==> config.mk <==
export PLATFORM = sky130hd
export DESIGN_NAME = fabric_config_loader
export DESIGN_NICKNAME = d
export VERILOG_FILES = /design/src/rtl/fabric_config_loader.sv
export SDC_FILE = /design/constraint.sdc
export NUM_CORES = 1
export LEC_CHECK = 0
export CAP_MARGIN = 10
export CORE_ASPECT_RATIO = 0.75
export CORE_MARGIN = 3
export CORE_UTILIZATION = 25
export DETAILED_ROUTE_END_ITERATION = 12
export PLACE_DENSITY = 0.44
export SKIP_LAST_GASP = 1
export SLEW_MARGIN = 5
export SYNTH_ARGS = -nofsm -noshare
export SYNTH_HDL_FRONTEND = slang
export SYNTH_SLANG_ARGS = --single-unit
==> constraint.sdc <==
create_clock -name clk -period 1.95 [get_ports clk]
set_input_delay 0.195 -clock clk [delete_from_list [all_inputs] [get_ports clk]]
set_output_delay 0.195 -clock clk [all_outputs]
set_load 0.02 [all_outputs]
==> src/rtl/fabric_config_loader.sv <==
// Byte-stream configuration loader for fabric_2x2: assembles a frame into a shadow
// register, verifies its XOR checksum, commits atomically and holds the fabric in reset.
module fabric_config_loader #(
    parameter int CFG_W      = 52,
    parameter int NBYTES     = (CFG_W + 7) / 8,
    parameter int RST_CYCLES = 4
) (
    input  logic             clk,
    input  logic             rst,
    input  logic [7:0]       s_data,
    input  logic             s_valid,
    output logic             s_ready,
    input  logic             cfg_abort,
    output logic [CFG_W-1:0] config_bits,
    output logic             fabric_rst_n,
    output logic             cfg_busy,
    output logic             cfg_done,
    output logic             cfg_err
);

    localparam int CNT_W  = $clog2(NBYTES + 1);
    localparam int HOLD_W = $clog2(RST_CYCLES + 1);
    localparam int SH_W   = $clog2(CFG_W);

    // s_valid/s_ready: a byte transfers in every cycle where both are high at the
    // rising edge; s_ready is high exactly while the FSM sits in LOAD.
    typedef enum logic [1:0] {
        S_LOAD,
        S_CHECK,
        S_HOLD
    } state_t;

    state_t             state;
    logic [CNT_W-1:0]   cnt;
    logic [7:0]         acc;
    logic [7:0]         chk;
    logic [CFG_W-1:0]   shadow;
    logic [HOLD_W-1:0]  hold_cnt;
    logic               hs;

    assign hs       = s_valid && s_ready;
    assign cfg_busy = (state != S_LOAD) || (cnt != '0);

    always_ff @(posedge clk) begin
        if (rst) begin
            state        <= S_HOLD;
            cnt          <= '0;
            acc          <= '0;
            chk          <= '0;
            shadow       <= '0;
            config_bits  <= '0;
            hold_cnt     <= HOLD_W'(RST_CYCLES);
            s_ready      <= 1'b0;
            fabric_rst_n <= 1'b0;
            cfg_done     <= 1'b0;
            cfg_err      <= 1'b0;
        end else begin
            cfg_done <= 1'b0;
            cfg_err  <= 1'b0;
            case (state)
                S_LOAD: begin
                    if (cfg_abort) begin
                        cnt <= '0;
                        acc <= '0;
                    end else if (hs) begin
                        if (cnt == CNT_W'(NBYTES)) begin
                            chk     <= s_data;
                            cnt     <= '0;
                            state   <= S_CHECK;
                            s_ready <= 1'b0;
                        end else begin
                            acc <= acc ^ s_data;
                            cnt <= cnt + 1'b1;
                            // Bits of the last byte beyond CFG_W have no shadow slot and fall away here.
                            for (int b = 0; b < CFG_W; b++) begin
                                if (cnt == CNT_W'(b / 8))
                                    shadow[SH_W'(b)] <= s_data[3'(b % 8)];
                            end
                        end
                    end
                end
                S_CHECK: begin
                    acc <= '0;
                    cnt <= '0;
                    if (cfg_abort) begin
                        state   <= S_LOAD;
                        s_ready <= 1'b1;
                    end else if (chk == acc) begin
                        config_bits  <= shadow;
                        hold_cnt     <= HOLD_W'(RST_CYCLES);
                        state        <= S_HOLD;
                        cfg_done     <= 1'b1;
                        fabric_rst_n <= 1'b0;
                    end else begin
                        cfg_err <= 1'b1;
                        state   <= S_LOAD;
                        s_ready <= 1'b1;
                    end
                end
                S_HOLD: begin
                    if (hold_cnt <= HOLD_W'(1)) begin
                        state        <= S_LOAD;
                        s_ready      <= 1'b1;
                        fabric_rst_n <= 1'b1;
                    end else begin
                        hold_cnt <= hold_cnt - 1'b1;
                    end
                end
                default: begin
                    state        <= S_HOLD;
                    hold_cnt     <= HOLD_W'(RST_CYCLES);
                    s_ready      <= 1'b0;
                    fabric_rst_n <= 1'b0;
                end
            endcase
        end
    end

endmodule

==> results of run 1 <==
-- timing repair --
action / CTS / global route
resized for setup: 1 / 4
endpoints found under the hold margin: 0 / 0
endpoints found under the setup margin: 1 / 23
pin swaps: 0 / 1
-- final cells by class --
cell class	count	area (µm²)
multi-input cells	240	1470
repair buffers	41	398
clock buffers	14	254
fillers	1170	7560
well taps	140	175
inverters	9	33.8
flip-flops and latches	60	1200
clock inverters	2	10.0
-- power by group through the flow --
stage | registers [mW] | clock network, mW | logic [mW]
after floorplan | 1.41 | 0 | 0.591
after global placement | 1.40 | 0 | 0.799
after detailed placement | 1.40 | 0 | 0.811
after CTS | 1.38 | 1.45 | 0.812
after global routing | 1.39 | 1.51 | 0.913
final | 1.38 | 1.40 | 0.806
-- cells by family after synthesis --
group / after synthesis / share of synthesized area
AND/OR/NAND/NOR: 109 / 0.179
flip-flops: 60 / 0.415
buffers and inverters: 57 / 0.125
AO/OA/AOI/OAI: 40 / 0.0821
multiplexers: 35 / 0.121
adder cells (fa/ha/maj): 12 / 0.0519
XOR/XNOR: 8 / 0.0242
other: 1 / 0.00130
-- registers in the layout, indices dropped and copies added (netlist names) --
register      cells
hold_cnt          3
state             2
config_bits      16
cfg_err           1
s_ready           1
acc               8
chk               8
fabric_rst_n      1
cfg_done          1
shadow           16
cnt               3
-- per-layer routing --
| layer | GRT usage | routed length, µm | share of wire |
|---|---|---|---|
| met4 | 0.0312 | 38 | 0.0060 |
| met1 | 0.145 | 3170 | 0.50 |
| met5 | 0 | 0 | 0 |
| met3 | 0.0521 | 396 | 0.063 |
| met2 | 0.149 | 2680 | 0.43 |
-- cells in the final DEF, fill, tap and decap left out, drive strengths merged, types with 2 or more instances in the layout --
| cell | n |
|---|---|
| a21boi | 2 |
| nand4 | 2 |
| nand2 | 19 |
| nor3 | 3 |
| conb | 36 |
| buf | 10 |
| nand3b | 9 |
| nor2b | 2 |
| ha | 12 |
| clkinv | 2 |
| nand2b | 2 |
| nor2 | 52 |
| or2 | 4 |
| nand3 | 11 |
| o41ai | 2 |
| o21ai | 12 |
| clkbuf | 14 |
| clkdlybuf4s50 | 30 |
| mux2i | 35 |
| a21oi | 20 |
| inv | 9 |
| dfxtp | 60 |
| nor4 | 2 |
| xnor2 | 8 |
-- critical path, stage by stage, from the launching register on --
cell	delay, ns
dfxtp_1	0.37
inv_1	0.08
ha_1	0.27
or2_2	0.35
o41ai_2	0.06
buf_4	0.18
a21boi_2	0.22
mux2i_1	0.20
-- metrics by stage --
stage	power, mW	instance area (µm²)	setup WS [ns]
floorplan	2.00	3030	0.113
global placement	2.20	3270	0.0460
detailed placement	2.21	3270	0.0300
CTS	3.64	3540	0.0283
global route	3.81	3550	0.00124
finish	3.58	3550	0.138
-- path summary, 6_finish.rpt --
check	from	to	slack, ns	cells after the start
setup / recovery	state[0]$_SDFFE_PP0P_	hold_cnt[0]$_SDFFE_PP0P_	0.14	7
hold / removal	rst	state[0]$_SDFFE_PP0P_	0.30	2
setup reg to reg	state[0]$_SDFFE_PP0P_	hold_cnt[0]$_SDFFE_PP0P_	0.14	7
hold reg to reg	shadow[16]$_SDFFE_PP0P_	shadow[16]$_SDFFE_PP0P_	0.45	2
==> flow_summary.json, run 1 <==
{
  "hold_viol_final": 0,
  "cts_buffers": 9,
  "dp_hpwl_mm": 4.46,
  "cp-end-kind": "flip-flop",
  "yosys-top-cells-area": "dfxtp_1 (42%), mux2i_1 (12%), buf_4 (9.6%)",
  "ys_async_sr_fraction": 0,
  "diodes": 0,
  "p_int_mw": 2.52,
  "num_vias": 2091,
  "crit_type": "flip-flop to flip-flop",
  "whs_ns": 0.302,
  "start_kind": "flip-flop",
  "fmax_ghz": 0.552,
  "synthesis.area_mm2": 0.00289,
  "place_congestion": 0.745,
  "synth_area_leader_cell": "dfxtp_1",
  "firstDrtPassIters": 4,
  "grt_usage": 0.107,
  "pwr-share-comb": 0.225,
  "die_w_um": 130,
  "final_cells": 506,
  "postCtsSetupRepairBufs": 0,
  "hold_class": "input pin to flip-flop",
  "tns_ns": 0,
  "ir_worst_vdd_uv": 369,
  "antenna_found_initial": 0,
  "p_seq_frac": 0.384,
  "initialDrtViolationCount": 119,
  "cts_sinks": 60,
  "drive_gt1_frac": 0.0902,
  "wl_per_cell_um": 12.4,
  "synth_common_cells": "dfxtp_1 (60), nor2_1 (51), buf_4 (37), mux2i_1 (35), a21oi_1 (20)",
  "leakage_nw": 1.43,
  "port_buffers": 32,
  "ys_ff_latch": 60,
  "syn_inst": 322,
  "area_growth_pct": 22.5,
  "clk_latency_ns": 0.32,
  "grt_pass1_wl_mm": 10.6,
  "dieArea_mm2": 0.0129,
  "rsz0062_at_grt": "false",
  "tritoncts": "done",
  "start_util": 0.261,
  "grt_max_degree": 34,
  "cts.reportedPaths.clkPinSlew_ns": 0.05,
  "critPathArrivalTime_ns": 2.07,
  "skew_ns": 0.00466,
  "postRouteAntennaNets": 0,
  "num_io_pins": 69,
  "dp_cells": 490,
  "seq_area_frac_synth": 0.415,
  "p_per_area_mw_per_mm2": 1010,
  "synth_edf_count": 0,
  "power.share.clock": 0.391,
  "status": "finished, final reports clean",
  "wl_mm": 6.28,
  "final.period_utilization": 0.929,
  "critPathMaxFanout": 6,
  "required_ns": 2.20,
  "sw_frac_of_total": 0.296,
  "finalNetCount": 385,
  "globalRoute.totalOverflow": 0,
  "cts_htree_levels": 3,
  "syn_area_per_cell_um2": 8.99,
  "yosysUniqueCellTypes": 38,
  "rows": 33,
  "synth_flop_cell": "dfxtp_1",
  "core_mm2": 0.0111,
  "die_h_um": 99.2,
  "drv_cap": 0,
  "switchingPower_mw": 1.06,
  "synth.most_common_cell": "dfxtp_1",
  "finalCriticalPeriod_ns": 1.81,
  "clockBufferDepth": 2,
  "grt_pass1_vias": 2151,
  "hold_buffers": 0,
  "post_drt_via_cell_ratio": 4.13,
  "ys_warn_count": 0,
  "setup_viol": 0,
  "fin_util": 0.319,
  "synth_top_area_share": 0.415,
  "drcViolationCount": 0,
  "cts_root_buf": "clkbuf_16",
  "report.final.slew_viol_count": 0
}
Note: power is estimated with default switching activity, not from simulation.
==> inputs of run 2 (changes only) <==
--- a/config.mk
+++ b/config.mk
@@ -6,4 +6,5 @@
 export NUM_CORES = 1
 export LEC_CHECK = 0
+export ABC_AREA = 1
 export CAP_MARGIN = 10
 export CORE_ASPECT_RATIO = 0.75
@@ -11,4 +12,5 @@
 export CORE_UTILIZATION = 25
 export DETAILED_ROUTE_END_ITERATION = 12
+export GPL_ROUTABILITY_DRIVEN = 1
 export PLACE_DENSITY = 0.44
 export SKIP_LAST_GASP = 1
==> constraint.sdc (replaced) <==
create_clock -name clk -period 1.95 [get_ports clk]
set_input_delay 0.39 -clock clk [delete_from_list [all_inputs] [get_ports clk]]
set_output_delay 0.39 -clock clk [all_outputs]
set_load 0.02 [all_outputs]
==> flow_summary.json, run 2 <==
{
  "start_kind": "flip-flop",
  "ys_async_sr_fraction": 0,
  "rsz0062_at_grt": "true",
  "grt_pass1_wl_mm": 11.5,
  "hold_viol_final": 0,
  "hold_class": "flip-flop to flip-flop",
  "synth_top_area_share": 0.405,
  "grt_pass1_vias": 2307,
  "num_io_pins": 69,
  "post_drt_via_cell_ratio": 4.01,
  "design_area_mm2": 0.00379,
  "tritoncts": "done",
  "reg.largest.list": "config_bits (16), shadow (16)",
  "clockBufferDepth": 2,
  "final.period_utilization": 0.938,
  "cts_htree_levels": 3,
  "crit_type": "flip-flop to output pin",
  "n_fill_cell": 1201,
  "diodes": 0,
  "yosysUniqueCellTypes": 29,
  "status": "finished, final reports clean",
  "grt_max_degree": 19,
  "leakage_nw": 1.58,
  "firstDrtPassIters": 6,
  "hold_depth": 2,
  "fin_util": 0.337,
  "regToRegEndpoint": "shadow[27]$_SDFFE_PP0P_",
  "synth_common_cells": "dfxtp_1 (60), nand2_1 (55), a21oi_1 (50), inv_1 (38), buf_4 (37)",
  "r2r-start": "cnt[0]$_SDFFE_PP0P_",
  "cp-end-kind": "output pin",
  "finalCriticalPeriod_ns": 1.83,
  "whs_endpoint": "shadow[26]$_SDFFE_PP0P_",
  "holdCritStartpoint": "shadow[26]$_SDFFE_PP0P_",
  "cts_root_buf": "clkbuf_16",
  "cts.reportedPaths.clkPinSlew_ns": 0.06,
  "setup_viol": 0,
  "wl_mm": 6.89,
  "syn_inst": 384,
  "drcViolationCount": 0,
  "place_congestion": 0.748,
  "synthesis.area_mm2": 0.00297,
  "power.total_mw": 4.25,
  "synth_area_leader_cell": "dfxtp_1",
  "layout_commonest_cell": "dfxtp_1",
  "critPathArrivalTime_ns": 1.44,
  "cts_sinks": 60,
  "finalNetCount": 465,
  "fmax_ghz": 0.547,
  "synth_flop_cell": "dfxtp_1",
  "postRouteAntennaNets": 0,
  "drive_gt1_frac": 0.141,
  "clk_latency_ns": 0.33,
  "area_growth_pct": 27.7,
  "seq_area_frac_synth": 0.405,
  "cp_cell_sequence": "inv_1, ha_2, inv_1, nor2_1, nand2_1, buf_2",
  "final_cell_mix": "dfxtp_1 (60), nand2_1 (55), a21oi_1 (50), inv_1 (36), conb_1 (36)",
  "hold_buffers": 0,
  "synth.most_common_cell": "dfxtp_1",
  "antenna_found_initial": 0,
  "ys_ff_latch": 60,
  "yosys-top-cells-area": "dfxtp_1 (40%), buf_4 (9.4%), a21oi_1 (8.4%)",
  "skew_ns": 0.00682,
  "r2r_cells": 8,
  "dieArea_mm2": 0.0132,
  "start_util": 0.264,
  "die_w_um": 132,
  "rrSetupSlack_ns": 0.18,
  "num_vias": 2421,
  "cpMostUsedCell": "inv_1",
  "initialDrtViolationCount": 114,
  "rows": 33,
  "report.final.slew_viol_count": 0,
  "globalRoute.totalOverflow": 0,
  "dpl_cell_area_mm2": 0.00347,
  "postCtsSetupRepairBufs": 0,
  "grt_usage": 0.111,
  "ys_warn_count": 0,
  "synth_edf_count": 0,
  "wl_per_cell_um": 11.4,
  "slowest_stage": "dfxtp_1",
  "core_mm2": 0.0112,
  "dp_hpwl_mm": 5.22,
  "port_buffers": 32,
  "cts_buffers": 9,
  "syn_area_per_cell_um2": 7.73,
  "die_h_um": 100,
  "drv_cap": 0,
  "ir_worst_vdd_uv": 438,
  "cpPeakStageDelay_ns": 0.33,
  "required_ns": 1.56,
  "p_per_area_mw_per_mm2": 1120,
  "critPathMaxFanout": 3
}
-- run 2: changes by cell type in the layout (fill, tap and decap cells not counted), moves of 22 or more --
| cell | delta |
|---|---|
| nand2_1 | +36 |
| nor2_1 | -32 |
| mux2i_1 | -35 |
| nand3_1 | +22 |
| inv_1 | +28 |
| a21oi_1 | +30 |
-- run 2: where the power goes --
| part | internal (mW) | total [mW] | switching [mW] |
|---|---|---|---|
| registers | 1.33 | 1.41 | 0.0787 |
| clock network | 1.12 | 1.70 | 0.584 |
| logic | 0.456 | 1.14 | 0.683 |
-- run 2: kinds of logic (layout without fill, tap and decap cells) --
group	after synthesis	after routing	synth area share
xor+xnor	5	5	0.0148
compound gates	86	86	0.154
other cells	1	36	0.00126
simple gates	130	130	0.205
flops	60	60	0.405
fa+ha+maj	12	12	0.0506
buf+inv	90	117	0.170
-- run 2: per-layer routing --
layer  global-route usage  vias to the layer above  wire length, µm
met1                0.149                     1079             3590
met5                    0                        -                0
met2                0.161                       43             2900
met4               0.0339                        0               51
met3               0.0481                        5              338
li1                     -                     1294                -
-- run 2: worst max path at each step --
stage | startpoint | slack (ns) | to
after detailed placement | cfg_abort | -0.03 | shadow[27]$_SDFFE_PP0P_
after CTS | state[1]$_SDFFE_PP1P_ | 0.06 | cfg_busy
after global placement | cfg_abort | 0.01 | shadow[27]$_SDFFE_PP0P_
after global routing | cnt[0]$_SDFFE_PP0P_ | -0.03 | shadow[27]$_SDFFE_PP0P_
final | state[1]$_SDFFE_PP1P_ | 0.12 | cfg_busy
after floorplan | cnt[0]$_SDFFE_PP0P_ | 0.32 | shadow[24]$_SDFFE_PP0P_
-- run 2: what timing repair did --
item,CTS,global route
hold endpoints to repair,0,0
setup endpoints to repair,1,8
cloned,0,0
resized for setup,4,3
-- run 2: layout make-up --
type | count | area [µm²] | area share
clock buffers | 10 | 229 | 0.0605
clock inverters | 6 | 88.8 | 0.0235
inverters | 42 | 159 | 0.0420
multi-input cells | 269 | 1400 | 0.368
flip-flops and latches | 60 | 1200 | 0.317
well taps | 157 | 196 | 0.0519
repair buffers | 59 | 518 | 0.137
-- run 2: through the flow --
| step | hold slack (ns) | setup slack, ns | TNS (ns) | std cells |
|---|---|---|---|---|
| floorplan | 0.424 | 0.322 | 0 | 419 |
| global placement | 0.436 | 0.0137 | 0 | 587 |
| detailed placement | 0.438 | -0.0300 | -0.0598 | 587 |
| CTS | 0.447 | 0.0563 | 0 | 603 |
| global route | 0.467 | -0.0275 | -0.101 | 603 |
| finish | 0.445 | 0.120 | 0 | 603 |
-- run 2: critical path, delay by kind of cell, from the launching register on --
family        cells  cell delay (ns)
simple gates      2             0.25
fa+ha+maj         1             0.20
flops             1             0.33
buf+inv           3             0.34
==> inputs of run 3 (changes only) <==
SLEW_MARGIN = 20   (was 5)
TNS_END_PERCENT = 100   (was default)
==> results of run 3 <==
The final DEF is identical to that of run 2; final timing and power are the same.
